`src/rtl/cic_pkg.sv`:
```
// cic_pkg: shared state encoding and CIC constants for the CIC feed scheduler.
//   CIC_WIN     - CIC input sample width
//   CIC_WG      - CIC internal growth width (full precision)
//   FLUSH_N_DEF - zero samples needed to drain 3 comb + 3 integrator stages
//   state_t     - scheduler FSM states built on the S_* encodings
package cic_pkg;

    localparam int CIC_WIN     = 16;
    localparam int CIC_WG      = 22;
    localparam int FLUSH_N_DEF = 6;

    localparam logic [1:0] S_IDLE  = 2'd0;
    localparam logic [1:0] S_RUN   = 2'd1;
    localparam logic [1:0] S_FLUSH = 2'd2;

    typedef enum logic [1:0] {
        IDLE  = S_IDLE,
        RUN   = S_RUN,
        FLUSH = S_FLUSH
    } state_t;

endpackage

```
`src/rtl/cic_slot_timer.sv`:
```
// cic_slot_timer: latches the slot period and generates one fire per period.
//   clk     - clock, rising edge
//   rst     - synchronous active-low reset
//   i_clr   - hold counter at 0 and (re)load the rate latch from i_rate
//   i_run   - count slots
//   i_rate  - requested slot period; 0 and 1 are clamped to 2
//   o_fire  - slot fires this cycle (counter at 0 while running)
module cic_slot_timer
    import cic_pkg::*;
#(
    parameter int RATE_W = 8
) (
    input  logic              clk,
    input  logic              rst,
    input  logic              i_clr,
    input  logic              i_run,
    input  logic [RATE_W-1:0] i_rate,
    output logic              o_fire
);

    logic [RATE_W-1:0] rate_q;
    logic [RATE_W-1:0] rate_c;
    logic [RATE_W-1:0] slot_cnt;

    // Periods below 2 would fire every cycle or never wrap; force them to 2.
    assign rate_c = (i_rate[RATE_W-1:1] == '0) ? RATE_W'(2) : i_rate;

    // Loading the latch on every clr cycle makes the value seen on the
    // IDLE->RUN edge the one that sticks for the whole run.
    always_ff @(posedge clk) begin
        if (!rst) begin
            rate_q   <= RATE_W'(2);
            slot_cnt <= '0;
        end else if (i_clr) begin
            rate_q   <= rate_c;
            slot_cnt <= '0;
        end else if (i_run) begin
            slot_cnt <= (slot_cnt == rate_q - 1'b1) ? '0 : slot_cnt + 1'b1;
        end
    end

    assign o_fire = i_run & ~i_clr & (slot_cnt == '0);

endmodule

```
`src/rtl/cic_feed_sched.sv`:
```
// cic_feed_sched: paces upstream samples into an interpolating CIC, one val_in
// strobe per slot, inserting zeros on underrun and draining the filter on flush.
//   clk        - clock, rising edge
//   rst        - synchronous active-low reset
//   i_enable   - run the schedule
//   i_flush    - 1-cycle drain request, honoured in RUN only
//   i_rate     - slot period, latched on IDLE->RUN
//   s_data     - upstream signed sample
//   s_valid    - upstream sample valid
//   s_ready    - sample accepted this cycle when s_valid is high
//   o_cic_data - registered sample to the CIC, held between strobes
//   o_cic_val  - registered 1-cycle strobe to the CIC
//   o_underrun - strobe carried an inserted zero while running
//   o_busy     - RUN or FLUSH
//   o_done     - 1-cycle pulse when a flush completes
module cic_feed_sched
    import cic_pkg::*;
#(
    parameter int Win     = CIC_WIN,
    parameter int RATE_W  = 8,
    parameter int FLUSH_N = FLUSH_N_DEF
) (
    input  logic              clk,
    input  logic              rst,
    input  logic              i_enable,
    input  logic              i_flush,
    input  logic [RATE_W-1:0] i_rate,
    input  logic [Win-1:0]    s_data,
    input  logic              s_valid,
    output logic              s_ready,
    output logic [Win-1:0]    o_cic_data,
    output logic              o_cic_val,
    output logic              o_underrun,
    output logic              o_busy,
    output logic              o_done
);

    localparam int FC_W = $clog2(FLUSH_N + 1);

    state_t            state;
    state_t            state_n;
    logic [FC_W-1:0]   flush_cnt;
    logic [FC_W-1:0]   flush_cnt_n;
    logic              done_n;
    logic              full;
    logic [Win-1:0]    buf_q;
    logic              fire;
    logic              take;
    logic              load;

    cic_slot_timer #(.RATE_W(RATE_W)) u_timer (
        .clk    (clk),
        .rst    (rst),
        .i_clr  (state == IDLE),
        .i_run  (state != IDLE),
        .i_rate (i_rate),
        .o_fire (fire)
    );

    assign take = fire & full;

    // A take frees the single entry in the same cycle, so a refill needs no
    // bubble. FLUSH refuses new samples so the zero drain can finish.
    assign s_ready = rst & (state != FLUSH) & (~full | take);
    assign load    = s_valid & s_ready;
    assign o_busy  = (state != IDLE);

    always_comb begin
        state_n     = state;
        flush_cnt_n = flush_cnt;
        done_n      = 1'b0;
        case (state)
            IDLE: begin
                if (i_enable) state_n = RUN;
            end
            RUN: begin
                if (!i_enable) begin
                    state_n = IDLE;
                end else if (i_flush) begin
                    state_n     = FLUSH;
                    flush_cnt_n = FC_W'(FLUSH_N);
                end
            end
            FLUSH: begin
                // Only zero slots count toward the drain; a buffered sample
                // goes out first without consuming one.
                if (fire && !full) begin
                    flush_cnt_n = flush_cnt - 1'b1;
                    if (flush_cnt == FC_W'(1)) begin
                        state_n = IDLE;
                        done_n  = 1'b1;
                    end
                end
            end
            default: state_n = IDLE;
        endcase
    end

    always_ff @(posedge clk) begin
        if (!rst) begin
            state      <= IDLE;
            flush_cnt  <= '0;
            full       <= 1'b0;
            buf_q      <= '0;
            o_cic_data <= '0;
            o_cic_val  <= 1'b0;
            o_underrun <= 1'b0;
            o_done     <= 1'b0;
        end else begin
            state      <= state_n;
            flush_cnt  <= flush_cnt_n;
            o_done     <= done_n;
            o_cic_val  <= fire;
            o_underrun <= fire & ~full & (state == RUN);
            if (load) begin
                full  <= 1'b1;
                buf_q <= s_data;
            end else if (take) begin
                full <= 1'b0;
            end
            if (fire) o_cic_data <= full ? buf_q : '0;
        end
    end

endmodule

```
`config.mk`:
```
export PLATFORM = sky130hd
export DESIGN_NAME = cic_feed_sched
export DESIGN_NICKNAME = d
export VERILOG_FILES = /design/src/rtl/cic_pkg.sv /design/src/rtl/cic_slot_timer.sv /design/src/rtl/cic_feed_sched.sv
export SDC_FILE = /design/constraint.sdc
export NUM_CORES = 1
export LEC_CHECK = 0
export CAP_MARGIN = 30
export CORE_MARGIN = 2
export CORE_UTILIZATION = 50
export DETAILED_ROUTE_END_ITERATION = 8
export PLACE_DENSITY = 0.83
export SETUP_SLACK_MARGIN = 0.3
export SLEW_MARGIN = 20
export SYNTH_ARGS = -nofsm -noshare
export SYNTH_HDL_FRONTEND = slang
export SYNTH_SLANG_ARGS = --single-unit
```
`constraint.sdc`:
```
create_clock -name clk -period 2.5 [get_ports clk]
set_input_delay 0.5 -clock clk [delete_from_list [all_inputs] [get_ports clk]]
set_output_delay 0.5 -clock clk [all_outputs]
set_load 0.02 [all_outputs]
```
==> summary.txt, run 1 <==
Synth warnings: 0
Vias in the first global route: 2064
RSZ-0062 raised after global routing: yes
Kind of critical path: flip-flop to output port
CTS Hold Bufs: 0
Slew Limit Fails: 0
TritonCTS clock tree: built
Drt total wl: 6.30 mm
Num CTS Buffers: 9
Antenna violations before repair: 0
Grt ovf: 0
Vias per std cell: 5.44
Synthesized net count: 333
Ys async rst share: 0
DR WL/cell: 14.3 um
First-pass GRT wire length: 8.95 mm
Failing checks: negative setup slack
# fillers: 357
H-tree lvl count: 3
Final Critical Period: 2.56 ns
GP Congestion: 0.794
WP data arrival: 2.06 ns
Mapped cell area: 2550 um2
Leakage: 1.35 nW
Clock Skews: 0.00809 ns
Io pins: 50
Residual DRC: 0
HPWL after DPL: 3.60 mm
Top-area cell type share of the netlist area: 0.448
Layout overhead on the synthesized area: 41.7%
Root Driver: clkbuf_8
Share of the yosys chip area belonging to registers: 0.448
Hold Crit Class: flip-flop to flip-flop
Outcome: finished with violations
Least-Margin Pin Slew: 0.560 ns
Critical path origin: u_timer.slot_cnt[0]
Initial core utilization: 0.529
Clock insertion delay at the later pin of the skew report: 0.33 ns
Synth top area cells: dfxtp_1 45%, nand2_1 10%, a21boi_0 6.8%, nand3_1 5.1%, xnor2_1 4.1%
GRT Total Usage: 0.208
Sink Count: 57
Prevailing post-synth register cell: dfxtp_1
CP Capture Type: output port
Fmax: 391 MHz
Ant diodes: 0
Required @ worst endpoint: 2.00 ns
Max cap viols: 0
Worst Path Max Fanout: 2
Largest net degree at the start of global routing: 50
HP Start: buf_q[8]
Pre-Repair DR Iteration Count: 5
Die H: 75.4 um
Crit path largest cell delay: 0.45 ns
Element type at the critical path start: flip-flop
Tcrit/Tclk final: 1.02
Row cnt: 25
Setup TNS: -0.0575 ns
Post-synth EDFFs: 0
Fin nets: 403
Initial DRC Count: 119
Max-slew headroom: 0.623
Hold Vio Cnt, Final: 0
Total power: 2.05 mW
Layout cell share with drive strength beyond 1: 0.223
Maximum VDD drop: 0.449 mV
Critical path, cell by cell: inv_2 -> ha_4 -> or4b_4 -> or3_4 -> nand2_2 -> and3_4 -> buf_6
Cell accounting for the most synthesized area: dfxtp_1
IO Port Bufs: 49
Die area: 5680 um2
Final setup viols: 1
PwrDens: 567 nW/um2
Worst path slowest cell: or4b_4
Core area: 4820 um2
Clock Tree Buf Depth: 2
Synthesized flop and latch total: 57
Post-Syn Instances: 299
Die X: 75.4 um
Antenna Violating Nets Remaining: 0
DR vias: 2392
Syn Area/Cell: 8.52 um2
Reg2reg start: u_timer.slot_cnt[0]
Setup ws final: -0.0575 ns
Worst-path clk slew: 0.07 ns
Post-synth cell types: 47
state kept, by name, indices dropped and copies added, names as in the netlist:
register	count
u_timer.slot_cnt	8
flush_cnt	3
full	1
buf_q	16
o_cic_data	16
u_timer.rate_q	8
state	2
o_cic_val	1
o_underrun	1
o_done	1
worst max-delay path: cells and delay by family (launching register included):
family	cells	cell delay (ns)
fa+ha+maj	1	0.12
buf+inv	2	0.19
simple gates	4	1.08
flops	1	0.33
final cells by class:
type                       count  area (um2)  share of cell area
inverter                       9        33.8             0.00936
tap                           67        83.8              0.0232
clock buffer                  10         138              0.0381
timing repair buffer          76         772               0.214
clock inverter                 5        32.5             0.00901
multi-input combinational    216        1410               0.389
sequential                    57        1140               0.317
synthesized netlist by cell type (2+ instances only):
master	number
nor3_1	13
o21ai_1	10
o21ai_0	8
buf_2	3
clkbuf_1	7
and3_1	4
a21oi_1	2
nor2_1	7
nor4_1	2
ha_1	5
nor3b_1	2
a21boi_0	23
nand4b_1	2
a41oi_1	2
dfxtp_1	57
o21a_1	2
nand2_1	68
xnor2_1	12
buf_6	4
nand2b_1	3
nand3_1	26
buf_1	2
xor2_1	4
inv_1	8
cell usage in the layout (no fill, tap or decap), types with 4 or more instances in the layout:
master,netlist,routed
nand3_1,26,26
nor2_1,7,7
xor2_1,4,4
nand2_1,68,53
inv_1,8,6
a21boi_0,23,21
xnor2_1,12,12
buf_4,1,19
nor3_1,13,13
buf_6,4,5
clkbuf_8,0,10
o21ai_2,0,8
nand2_2,0,9
clkdlybuf4s50_1,0,47
nand2_4,0,6
dfxtp_1,57,54
o21ai_1,10,8
logic make-up (layout without fill, tap and decap cells):
logic type               after synthesis  after routing  share of synthesized area
AND/OR/NAND/NOR                      137            137                      0.260
AO/OA/AOI/OAI                         58             58                      0.160
flip-flops                            57             57                      0.448
buffers and inverters                 26            100                     0.0530
XOR/XNOR                              16             16                     0.0550
adder cells (fa/ha/maj)                5              5                     0.0246
routing by layer:
layer	GRT usage	vias up	part of all wire	wire length [um]
met5	0	-	0	0
met4	0.105	0	0.022	141
met3	0.0410	13	0.041	261
met2	0.348	59	0.50	3170
met1	0.255	1159	0.43	2730
li1	-	1161	-	-
worst paths after layout:
check             slack (ns)  cells past startpoint       end
hold reg to reg         0.45                      2  buf_q[8]
setup reg to reg           0                     11  buf_q[1]
setup / recovery       -0.06                      7   s_ready
hold / removal          0.45                      2  buf_q[8]
through the flow:
step | instance area (um2) | cells | utilization | hold slack, ns | setup slack (ns)
after floorplan | 2550 | 299 | - | 0.429 | 0.234
after global placement | 3160 | 414 | 0.656 | 0.437 | -0.108
after detailed placement | 3160 | 414 | 0.656 | 0.443 | -0.132
after CTS | 3330 | 429 | 0.692 | 0.451 | -0.0151
after global routing | 3610 | 440 | 0.750 | 0.478 | -0.126
final | 3610 | 440 | 0.750 | 0.451 | -0.0575
power breakdown:
group          total (mW)  internal (mW)  switching (mW)  leakage [nW]
sequential          0.977          0.948          0.0295         0.466
clock               0.747          0.376           0.371        0.0802
combinational       0.323          0.164           0.159         0.808
repair_timing:
action	4_1_cts	5_1_grt
setup endpoints to repair	1	26
hold endpoints to repair	0	0
resized for setup	7	50
cloned	0	3
buffers inserted	0	8
pin swaps	0	25
Note: power is estimated with default switching activity, not from simulation.
==> inputs of run 2 (changes only) <==
--- a/config.mk
+++ b/config.mk
@@ -10,7 +10,6 @@
 export CORE_UTILIZATION = 50
 export DETAILED_ROUTE_END_ITERATION = 8
 export PLACE_DENSITY = 0.83
-export SETUP_SLACK_MARGIN = 0.3
 export SLEW_MARGIN = 20
 export SYNTH_ARGS = -nofsm -noshare
 export SYNTH_HDL_FRONTEND = slang
==> run 2 against run 1 <==
  * The flow now finishes without violations
  * Die area stayed put
  * Non-clock buffer count shrank 10
  * Critical endpoint unchanged
  * Worst setup slack improved by 0.061 ns
  * Fmax grew 2.5%
  * Critical path depth unchanged
  * Total power shrank 5.0%
  * Clock power decreased by 4.1%
  * Largest power group unchanged
==> summary.txt, run 2 (synthesis gave the netlist of run 1 again) <==
Critical path buffers and inverters: 2
Core Util, Final: 0.693
Most frequent cells in the layout: 67 x nand2_1, 55 x dfxtp_1, 48 x clkdlybuf4s50_1, 26 x nand3_1, 23 x a21boi_0
CP Capture Type: output port
WP data arrival: 2.00 ns
Kind of critical path: flip-flop to output port
Drt total wl: 5.39 mm
CP Depth: 7
Hold Crit Class: flip-flop to flip-flop
Sequential Area: 1140 um2
Multi-input logic area: 1280 um2
Core area: 4820 um2
Largest net degree at the start of global routing: 50
Initial core utilization: 0.529
Pre-Repair DR Iteration Count: 4
Clock Skews: 0.00620 ns
RSZ-0062 raised after global routing: yes
Vias per std cell: 5.21
Fin area: 3340 um2
Outcome: finished, final reports clean
Die area: 5680 um2
Ant diodes: 0
Post-DP Area: 3150 um2
Clock insertion delay at the later pin of the skew report: 0.32 ns
TritonCTS clock tree: built
H-tree lvl count: 3
Slew Limit Fails: 0
PwrDens: 583 nW/um2
Final setup viols: 0
Largest regs: buf_q: 16 flops, o_cic_data: 16 flops
Leakage: 1.21 nW
Residual DRC: 0
Die X: 75.4 um
IO Port Bufs: 49
Initial DRC Count: 130
# fillers: 423
Clock Tree Buf Depth: 2
Fmax: 401 MHz
Grt ovf: 0
Vias in the first global route: 2102
Layout overhead on the synthesized area: 31.0%
Layout cell share with drive strength beyond 1: 0.127
Total power: 1.95 mW
HPWL after DPL: 3.76 mm
Hold Path Cell Cnt: 2
Worst Path Max Fanout: 2
Least-Margin Pin Slew: 0.574 ns
Root Driver: clkbuf_8
First-pass GRT wire length: 9.23 mm
Sink Count: 57
Num CTS Buffers: 9
Row cnt: 25
Crit-path leading delay family: simple AND/OR/NAND/NOR gates
DR vias: 2242
Io pins: 50
Critical path, cell by cell: inv_2 -> ha_2 -> or4b_4 -> or3_4 -> nand2_2 -> and3_4 -> buf_6
GP Congestion: 0.828
Die H: 75.4 um
Worst hold margin: 0.453 ns
Final Critical Period: 2.50 ns
Worst path slowest cell: or4b_4
CTS Hold Bufs: 0
Maximum VDD drop: 0.388 mV
Setup ws final: 0.00388 ns
DR WL/cell: 12.5 um
Max cap viols: 0
Pre-CTS setup slack: -0.169 ns
Element type at the critical path start: flip-flop
Fin nets: 393
Worst reg2reg path depth: 7
Required @ worst endpoint: 2.00 ns
Worst-path clk slew: 0.06 ns
Most common cell after layout, fill and taps aside: nand2_1
Hold Vio Cnt, Final: 0
Crit path largest cell delay: 0.46 ns
Antenna violations before repair: 0
Max-slew headroom: 0.613
Antenna Violating Nets Remaining: 0
GRT Total Usage: 0.215
Tcrit/Tclk final: 0.998
==> run 2: cell count changes in the layout (fill, tap and decap cells not counted), moves of 4 or more <==
| cell | before | now |
|---|---|---|
| buf_6 | 5 | 1 |
| nand2_1 | 53 | 67 |
| nand2_2 | 9 | 1 |
| nand2_4 | 6 | 0 |
| o21ai_0 | 2 | 8 |
| o21ai_2 | 8 | 0 |
==> run 2: worst register-to-register path, delay by kind of cell (launching register included) <==
family	cells	cell delay (ns)
AOI/OAI and AO/OA	4	1.07
adders and majority gates	1	0.31
buffers and inverters	1	0.09
DFF	1	0.43
and+or+nand+nor	1	0.14
==> run 2: stage by stage <==
step	TNS [ns]	instances
final	0	430
after global routing	-0.0793	430
after CTS	-0.00526	430
after detailed placement	-0.169	414
after global placement	-0.130	414
after floorplan	0	299
==> run 2: worst paths after layout <==
| path | startpoint | end | slack [ns] |
|---|---|---|---|
| min reg2reg | o_cic_data[7] | o_cic_data[7] | 0.45 |
| max reg2reg | u_timer.rate_q[0] | u_timer.slot_cnt[5] | 0.31 |
| min | o_cic_data[7] | o_cic_data[7] | 0.45 |
| max | u_timer.slot_cnt[1] | s_ready | 0.004 |
==> run 2: area by class of cell <==
class,count,share of cell area
clock buffer,12,0.0435
clock inverter,3,0.00525
inverter,9,0.0101
multi-input combinational,216,0.384
sequential,57,0.343
tap,67,0.0251
timing repair buffer,66,0.189
==> run 2: power breakdown <==
| part | leakage [nW] | switching (mW) | internal, mW |
|---|---|---|---|
| Sequential | 0.466 | 0.0286 | 0.948 |
| Clock | 0.0822 | 0.339 | 0.378 |
| Combinational | 0.659 | 0.127 | 0.126 |
==> run 2: what timing repair did <==
item / 4_1_cts / 5_1_grt
setup buffers: 1 / 0
resized for setup: 13 / 0
pin swaps: 3 / 0
setup endpoints to repair: 1 / 1
gates cloned: 0 / 0
==> run 2: routing by layer <==
metal	vias to the layer above	wire [um]	part of all wire	global-route usage
li1	1138	-	-	-
met1	1035	2350	0.44	0.255
met3	10	268	0.050	0.0437
met2	59	2650	0.49	0.363
met5	-	0	0	0
met4	0	118	0.022	0.117
